File: config.mk
export PLATFORM = sky130hd
export DESIGN_NAME = fp16_acc_feeder
export DESIGN_NICKNAME = d
export VERILOG_FILES = /design/src/rtl/fp16_acc_feeder.sv
export SDC_FILE = /design/constraint.sdc
export NUM_CORES = 1
export LEC_CHECK = 0
export CORE_MARGIN = 2
export CORE_UTILIZATION = 60
export DETAILED_ROUTE_END_ITERATION = 16
export HOLD_SLACK_MARGIN = 0.02
export PLACE_DENSITY_LB_ADDON = 0.2
export SYNTH_ARGS = -nofsm -noshare
export SYNTH_HDL_FRONTEND = slang
export SYNTH_SLANG_ARGS = --single-unit
File: constraint.sdc
create_clock -name aclk -period 4.65 [get_ports aclk]
set_input_delay 0.93 -clock aclk [delete_from_list [all_inputs] [get_ports aclk]]
set_output_delay 0.93 -clock aclk [all_outputs]
set_load 0.05 [all_outputs]
File: src/rtl/fp16_acc_feeder.sv
// Purpose: buffers FP16 words and streams them as fixed-length vectors to an
//          AXI-Stream FP accumulator, then latches the accumulator's final sum.
// Latency: word accepted into an empty FIFO at edge k -> STREAM at k+1, tvalid at k+2.
// Backpressure: in_ready drops when the FIFO is full. The accumulator is never stalled:
//               an empty FIFO mid-vector inserts a tvalid=0 bubble.
// Ports:
//   aclk/aresetn          clock, async active-low reset
//   in_valid/in_data      upstream FP16 words, accepted when in_ready is high
//   vec_len               elements per vector, sampled on IDLE->STREAM
//   m_axis_a_t*           registered element stream to the accumulator
//   s_res_t*              accumulator result stream, used only while waiting
//   result_data/valid     last completed sum; valid pulses for one cycle
//   busy                  high while streaming or waiting for a result
module fp16_acc_feeder #(
  parameter int DEPTH = 16,
  parameter int LEN_W = 8
) (
  input  logic             aclk,
  input  logic             aresetn,
  input  logic             in_valid,
  input  logic [15:0]      in_data,
  output logic             in_ready,
  input  logic [LEN_W-1:0] vec_len,
  output logic             m_axis_a_tvalid,
  output logic [15:0]      m_axis_a_tdata,
  output logic             m_axis_a_tlast,
  input  logic             s_res_tvalid,
  input  logic [15:0]      s_res_tdata,
  input  logic             s_res_tlast,
  output logic [15:0]      result_data,
  output logic             result_valid,
  output logic             busy
);

  localparam int AW = $clog2(DEPTH);
  localparam logic [AW:0] FULL = (AW+1)'(DEPTH);

  typedef enum logic [1:0] {
    ST_IDLE   = 2'd0,
    ST_STREAM = 2'd1,
    ST_WAIT   = 2'd2
  } state_t;

  state_t state_q, state_d;

  logic [15:0]      mem [DEPTH];
  logic [AW-1:0]    wr_ptr_q, rd_ptr_q;
  logic [AW:0]      occ_q;
  logic             push, pop;

  logic [LEN_W-1:0] len_q, len_d;
  logic [LEN_W-1:0] cnt_q, cnt_d;
  logic             tvalid_q, tvalid_d;
  logic [15:0]      tdata_q, tdata_d;
  logic             tlast_q, tlast_d;
  logic [15:0]      res_q, res_d;
  logic             res_vld_q, res_vld_d;
  logic             last_elem;

  // Gated by reset so upstream sees not-ready while the block is held in reset.
  assign in_ready = aresetn && (occ_q < FULL);
  assign push     = in_valid && in_ready;
  assign last_elem = (cnt_q == (len_q - LEN_W'(1)));

  // Storage array has no reset; pointers and occupancy define what is valid.
  always_ff @(posedge aclk) begin
    if (push) mem[wr_ptr_q] <= in_data;
  end

  always_ff @(posedge aclk or negedge aresetn) begin
    if (!aresetn) begin
      wr_ptr_q <= '0;
      rd_ptr_q <= '0;
      occ_q    <= '0;
    end else begin
      if (push) wr_ptr_q <= wr_ptr_q + AW'(1);
      if (pop)  rd_ptr_q <= rd_ptr_q + AW'(1);
      case ({push, pop})
        2'b10:   occ_q <= occ_q + (AW+1)'(1);
        2'b01:   occ_q <= occ_q - (AW+1)'(1);
        default: occ_q <= occ_q;
      endcase
    end
  end

  always_ff @(posedge aclk or negedge aresetn) begin
    if (!aresetn) begin
      state_q   <= ST_IDLE;
      len_q     <= '0;
      cnt_q     <= '0;
      tvalid_q  <= 1'b0;
      tdata_q   <= '0;
      tlast_q   <= 1'b0;
      res_q     <= '0;
      res_vld_q <= 1'b0;
    end else begin
      state_q   <= state_d;
      len_q     <= len_d;
      cnt_q     <= cnt_d;
      tvalid_q  <= tvalid_d;
      tdata_q   <= tdata_d;
      tlast_q   <= tlast_d;
      res_q     <= res_d;
      res_vld_q <= res_vld_d;
    end
  end

  always_comb begin
    state_d   = state_q;
    len_d     = len_q;
    cnt_d     = cnt_q;
    tvalid_d  = 1'b0;
    tlast_d   = 1'b0;
    tdata_d   = tdata_q;   // data holds across bubbles and idle cycles
    res_d     = res_q;
    res_vld_d = 1'b0;
    pop       = 1'b0;
    case (state_q)
      ST_IDLE: begin
        // A zero length never starts a vector, so queued words stay put.
        if (occ_q != '0 && vec_len != '0) begin
          state_d = ST_STREAM;
          len_d   = vec_len;
          cnt_d   = '0;
        end
      end
      ST_STREAM: begin
        if (occ_q != '0) begin
          pop      = 1'b1;
          tvalid_d = 1'b1;
          tdata_d  = mem[rd_ptr_q];
          tlast_d  = last_elem;
          cnt_d    = cnt_q + LEN_W'(1);
          if (last_elem) state_d = ST_WAIT;
        end
      end
      ST_WAIT: begin
        // Only the final beat of the result stream carries the completed sum.
        if (s_res_tvalid && s_res_tlast) begin
          res_d     = s_res_tdata;
          res_vld_d = 1'b1;
          state_d   = ST_IDLE;
        end
      end
      default: state_d = ST_IDLE;
    endcase
  end

  assign m_axis_a_tvalid = tvalid_q;
  assign m_axis_a_tdata  = tdata_q;
  assign m_axis_a_tlast  = tlast_q;
  assign result_data     = res_q;
  assign result_valid    = res_vld_q;
  assign busy            = (state_q != ST_IDLE);

endmodule
## After elaboration in Yosys (flattened, before gate mapping)

Memory sizes are Yosys's and may differ from the RTL's. A register that Yosys moved wholly into a read port is not among the register bits.
Index checks and enable logic that the tools add are counted.

| cells by class | value |
|---|---|
| add/subtract/negate cells | 6 |
| multipliers | 0 |
| div/mod/pow operators | 0 |
| $lt $le $gt $ge | 1 |
| eq/ne operators | 9 |
| shift operators | 0 |
| mux-type cells | 17 |
| bitwise gates (word level) | 0 |
| reductions and logical operators | 16 |

Operators with widths:

| kind | count |
|---|---|
| $mux W8 | 2 |
| $pmux W8 S2 | 1 |
| $pmux W5 S2 | 1 |
| $add A4 B1 Y4 const B | 2 |
| $add A8 B1 Y8 const B | 1 |
| $eq A8 B8 Y1 | 1 |
| $mux W1 | 8 |
| $mux W2 | 4 |
| $ne A2 B2 Y1 const B | 4 |
| $reduce_bool A8 Y1 | 1 |
| $sub A8 B1 Y8 const B | 1 |
| $pmux W2 S3 | 1 |
| $reduce_and A2 Y1 | 3 |
| $reduce_bool A2 Y1 | 3 |
| $add A5 B1 Y5 const B | 1 |
| $lt A5 B5 Y1 const B | 1 |
| $reduce_bool A5 Y1 | 1 |
| $sub A5 B1 Y5 const B | 1 |
| $eq A2 B1 Y1 const B | 2 |
| $eq A2 B2 Y1 const B | 2 |
| $logic_and A1 B1 Y1 | 4 |
| $reduce_and A4 Y1 | 1 |
| $reduce_and A3 Y1 | 1 |
| $logic_not A2 Y1 | 1 |
| $logic_not A1 Y1 | 1 |

| storage, ports and cells | value |
|---|---|
| register bits after elaboration | 50 |
| latch bits | 0 |
| bits in writable memories | 256 |
| ROM bits | 0 |
| input bits | 45 |
| output and inout port bits | 37 |
| word-level logic and storage cells | 60 |
| memories kept | 1 |

Memories:

| memory | words | bits a word | read ports | clocked after memory_dff | wr ports | RTL line | RTL |
|---|---|---|---|---|---|---|---|
| mem | 16 | 16 | 1 | 1 | 1 | 46 | `logic [15:0] mem [DEPTH];` |

## Longest topological paths before layout

| logic depth | value |
|---|---|
| word-level depth | 5 |
| gate-level depth with buffers | 12 |
| mapped depth without buffers | 11 |

## Worst setup path before layout

No wires, ideal clock.

| path | value |
|---|---|
| path kind | input to register |
| start | input aresetn |
| end | register occ_q[4] |
| arrival | 3453 ps |
| data required time | 4525 ps |
| path slack | 1072 ps |
| stages on the path | 11 |
| path through | nor2b_1 and2_1 buf_2 inv_1 ha_1 fa_1 a21o_1 a21oi_1 xor2_1 nor2_1 xor2_1 |

| between the ends | value |
|---|---|
| cells in the longest elaborated chain, start to end | 4 |

RTL lines:

| what | RTL line | RTL |
|---|---|---|
| start, declared | 19 | `input logic aresetn,` |
| $logic_and A1 B1 Y1 (*) | 61 | `assign in_ready = aresetn && (occ_q < FULL);` |
| $logic_and A1 B1 Y1 (*) | 62 | `assign push = in_valid && in_ready;` |
| $eq A2 B1 Y1 / $eq A2 B2 Y1 (equally long branches) | 78 | `case ({push, pop})` |
| $pmux W5 S2 / $reduce_bool A2 Y1 (equally long branches) | - |  |
| end signal, assigned | 79 | `2'b10: occ_q <= occ_q + (AW+1)'(1);` |
| end signal, assigned | 80 | `2'b01: occ_q <= occ_q - (AW+1)'(1);` |
| end signal, assigned | 81 | `default: occ_q <= occ_q;` |
| end, declared | 48 | `logic [AW:0] occ_q;` |

Every way passes the cells marked *; elsewhere a longest branch is shown, timed or not.
A chain may end at the register's enable or synchronous reset.

## Final worst setup path

| path | value |
|---|---|
| start | register occ_q[2] |
| end | register occ_q[4] |

| between the ends | value |
|---|---|
| cells in the longest elaborated chain, start to end | 5 |

RTL lines:

| what | RTL line |
|---|---|
| $lt A5 B5 Y1 / $reduce_bool A5 Y1 (equally long branches) | 61, 128 |
| $logic_and A1 B1 Y1 / $mux W1 (equally long branches) | 61, 128 |
| $logic_and A1 B1 Y1 / $mux W1 (equally long branches) | 62, 118 |
| $eq A2 B1 Y1 / $eq A2 B2 Y1 (equally long branches) | 78 |
| $pmux W5 S2 / $reduce_bool A2 Y1 (equally long branches) | - |

Several ways; a longest one is shown, not always the timed one.

==> results_dict.tcl <==
set metrics [dict create \
    cts_buffers 34 \
    crit_slowest_cell "nor4_2" \
    synth_fa_ha_area_frac 0.0124 \
    routabilityCongestion 0.835 \
    netlist_instances 684 \
    regToRegSetupSlack_ps 1410 \
    path_cells "nor4_2 -> nand2_1 -> nand2_2 -> inv_2 -> ha_1 -> fa_1 -> a21o_1 -> a21oi_1 -> xor2_1 -> nor2_1 -> xor2_1" \
    cp_common_cell "xor2_1" \
    dp_hpwl_um 17200 \
    grt_overflow_total 0 \
    pre_cts_slack_ps 1130 \
    peakVddDrop_mv 0.380 \
    insertion_delay_ps 510 \
    io_buffer_count 81 \
    finClkSkew_ps 11.9 \
    grt_pass1_vias 6825 \
    tns_ps 0 \
    core-area_um2 21000 \
    ys_types 45 \
    antenna_found_initial 0 \
    clockBufferDepth 3 \
    r2r_end "occ_q[4]" \
    p_leak_nw 5.20 \
    die-area_um2 22400 \
    crit_buf_inv 1 \
    nets 835 \
    min_from "result_data[10]" \
    min_delay_worst_endpoint "result_data[10]" \
    wire_per_inst_um 25.8 \
    synth-xor-area-share 0.0192 \
    maxCapViolations 0 \
    grt_pass1_wl_um 41400 \
    cts_root_buf "clkbuf_16" \
    initial_core_util 0.608 \
    endpoint_kind "flop" \
    period_share 0.697 \
    crit_type "flop to flop" \
    relSlewSlack 0.289 \
    placed_area_um2 13800 \
    r2r-start "occ_q[2]" \
    synth-compound-area-share 0.0183 \
    power_mw 9.29 \
    final_common_cell "edfxtp_1" \
    crit_arrival_ps 3620 \
    synth-edff-count 256 \
    synth-seq-cells 322 \
    muxShareOfSynthArea 0.147 \
    finalSetupViolCount 0 \
    hold_violations 0 \
    area_delta_synth_final_pct 16.5 \
    drt-initial-drc-count 492 \
    hold_depth 2 \
    cts_tree "yes" \
    tightest_slew_ps 1070 \
    path_clk_slew_ps 60 \
    ctsHtreeMaxLevel 2 \
    syn_area_um2 12700 \
    outcome "finished, final reports clean" \
    seq_area_frac_synth 0.733 \
    final_cell_mix "edfxtp_1, nand2_1, clkdlybuf4s50_1" \
    first_pass_iters 4 \
    ys.flop_type "edfxtp_1" \
    crit_path_max_incr_delay_ps 440 \
    hp-class "flop to flop" \
    cts_sinks 322 \
    ys_warn_count 0 \
    grt_usage 0.258 \
    synth_top_family_by_area "multiplexers" \
    synth_fp_nets 741 \
    stdcell_area_um2 14800 \
    drt.antenna.violating_nets 0 \
    cp.required_ps 5030 \
    reg2reg_depth 11 \
    diodes 0 \
    grt_max_degree 67 \
    cp_top_family "simple AND/OR/NAND/NOR gates" \
    finalWorstSetupSlack_ps 1410 \
    num_rows 53 \
    fin_crit_ps 3240 \
    die_x_um 150 \
    vias 6584 \
    start_kind "flop" \
    post-route-drc-count 0 \
    synth-simple-area-share 0.0558 \
    wirelength_um 27800 \
    avgSynthCellArea_um2 18.6 \
    drive_gt1_frac 0.163 \
    routed_via_density 6.13 \
    timing.final.max_slew_violations 0 \
    cts_resized 0 \
    die-height_um 150 \
    rsz0062_at_grt "false" \
    post-cts-setup-buffer-count 0 \
    cp_max_fo 18 \
    io_pins 82 \
    fmax_ghz 0.308 \
    cts_hold_buf 0 \
    async_reset_ff_frac 0.205 \
    pwr_density_cell_nw_per_um2 626 \
]
state kept, by name, summed over array words and instances (netlist names):
signal           cells
rd_ptr_q             4
m_axis_a_tvalid      1
wr_ptr_q             4
result_valid         1
cnt_q                8
mem                256
occ_q                5
result_data         16
m_axis_a_tdata      16
m_axis_a_tlast       1
len_q                8
state_q              2
report_power, final:
group	leakage [nW]	switching (mW)	internal, mW
combinational	1.57	1.54	1.30
clock	0.520	1.04	1.50
sequential	3.11	0.492	3.43
synth_stat cells (8+ instances only):
master / number / area (um^2)
mux4_2: 63 / 1420
ha_1: 11 / 138
nor2_1: 12 / 45.0
xnor2_1: 17 / 149
xor2_1: 11 / 96.3
buf_2: 11 / 55.1
and2_1: 19 / 119
edfxtp_1: 256 / 7690
dfrtp_1: 66 / 1650
nand2_1: 84 / 315
clkbuf_1: 8 / 30.0
mux2i_1: 30 / 300
o221ai_1: 15 / 131
through the flow:
step / hold slack, ps / utilization / cells
after global routing: 510 / 0.708 / 1074
final: 471 / 0.708 / 1074
after detailed placement: 461 / 0.659 / 1017
after floorplan: 479 / - / 684
after CTS: 476 / 0.708 / 1074
after global placement: 456 / 0.659 / 1017
worst max-delay path by stage:
| stage | startpoint | end | depth (start not counted) |
|---|---|---|---|
| 6_report | occ_q[2] | occ_q[4] | 11 |
| 4_1_cts | occ_q[2] | occ_q[4] | 11 |
| 2_1_floorplan | aresetn | occ_q[4] | 11 |
| 3_3_place_gp | in_valid | mem[11][12] | 5 |
| 3_5_place_dp | in_valid | mem[9][11] | 5 |
| 5_1_grt | occ_q[2] | occ_q[4] | 11 |
kinds of logic (layout without fill, tap and decap cells):
| logic type | after synthesis | count (layout) |
|---|---|---|
| buffers and inverters | 37 | 152 |
| and+or+nand+nor | 150 | 150 |
| xor gates and xnor gates | 28 | 28 |
| AOI/OAI and AO/OA | 31 | 31 |
| adders and majority gates | 12 | 12 |
| muxes | 104 | 104 |
| DFF | 322 | 322 |
worst reg2reg max path: cells and delay by family (launching register included):
kind                     cells  cell delay [ps]
XOR/XNOR                     2              310
adder cells (fa/ha/maj)      2              750
AND/OR/NAND/NOR              4             1060
buffers and inverters        1              230
AO/OA/AOI/OAI                2              370
flip-flops                   1              420
metal layers:
metal  global-route usage  share of wire  wire [um]
met1                0.332           0.38      10600
met4               0.0976          0.034        954
met2                0.442           0.51      14200
met5                    0              0          0
met3               0.0497          0.074       2050
final cells by class:
type | count | area (um^2)
Clock buffer | 40 | 905
Clock inverter | 17 | 138
Fill cell | 1309 | 6110
Inverter | 9 | 33.8
Multi-Input combinational cell | 325 | 3220
Sequential cell | 322 | 9350
Tap cell | 275 | 344
Timing Repair Buffer | 86 | 858
Note: power is estimated with default switching activity, not from simulation.
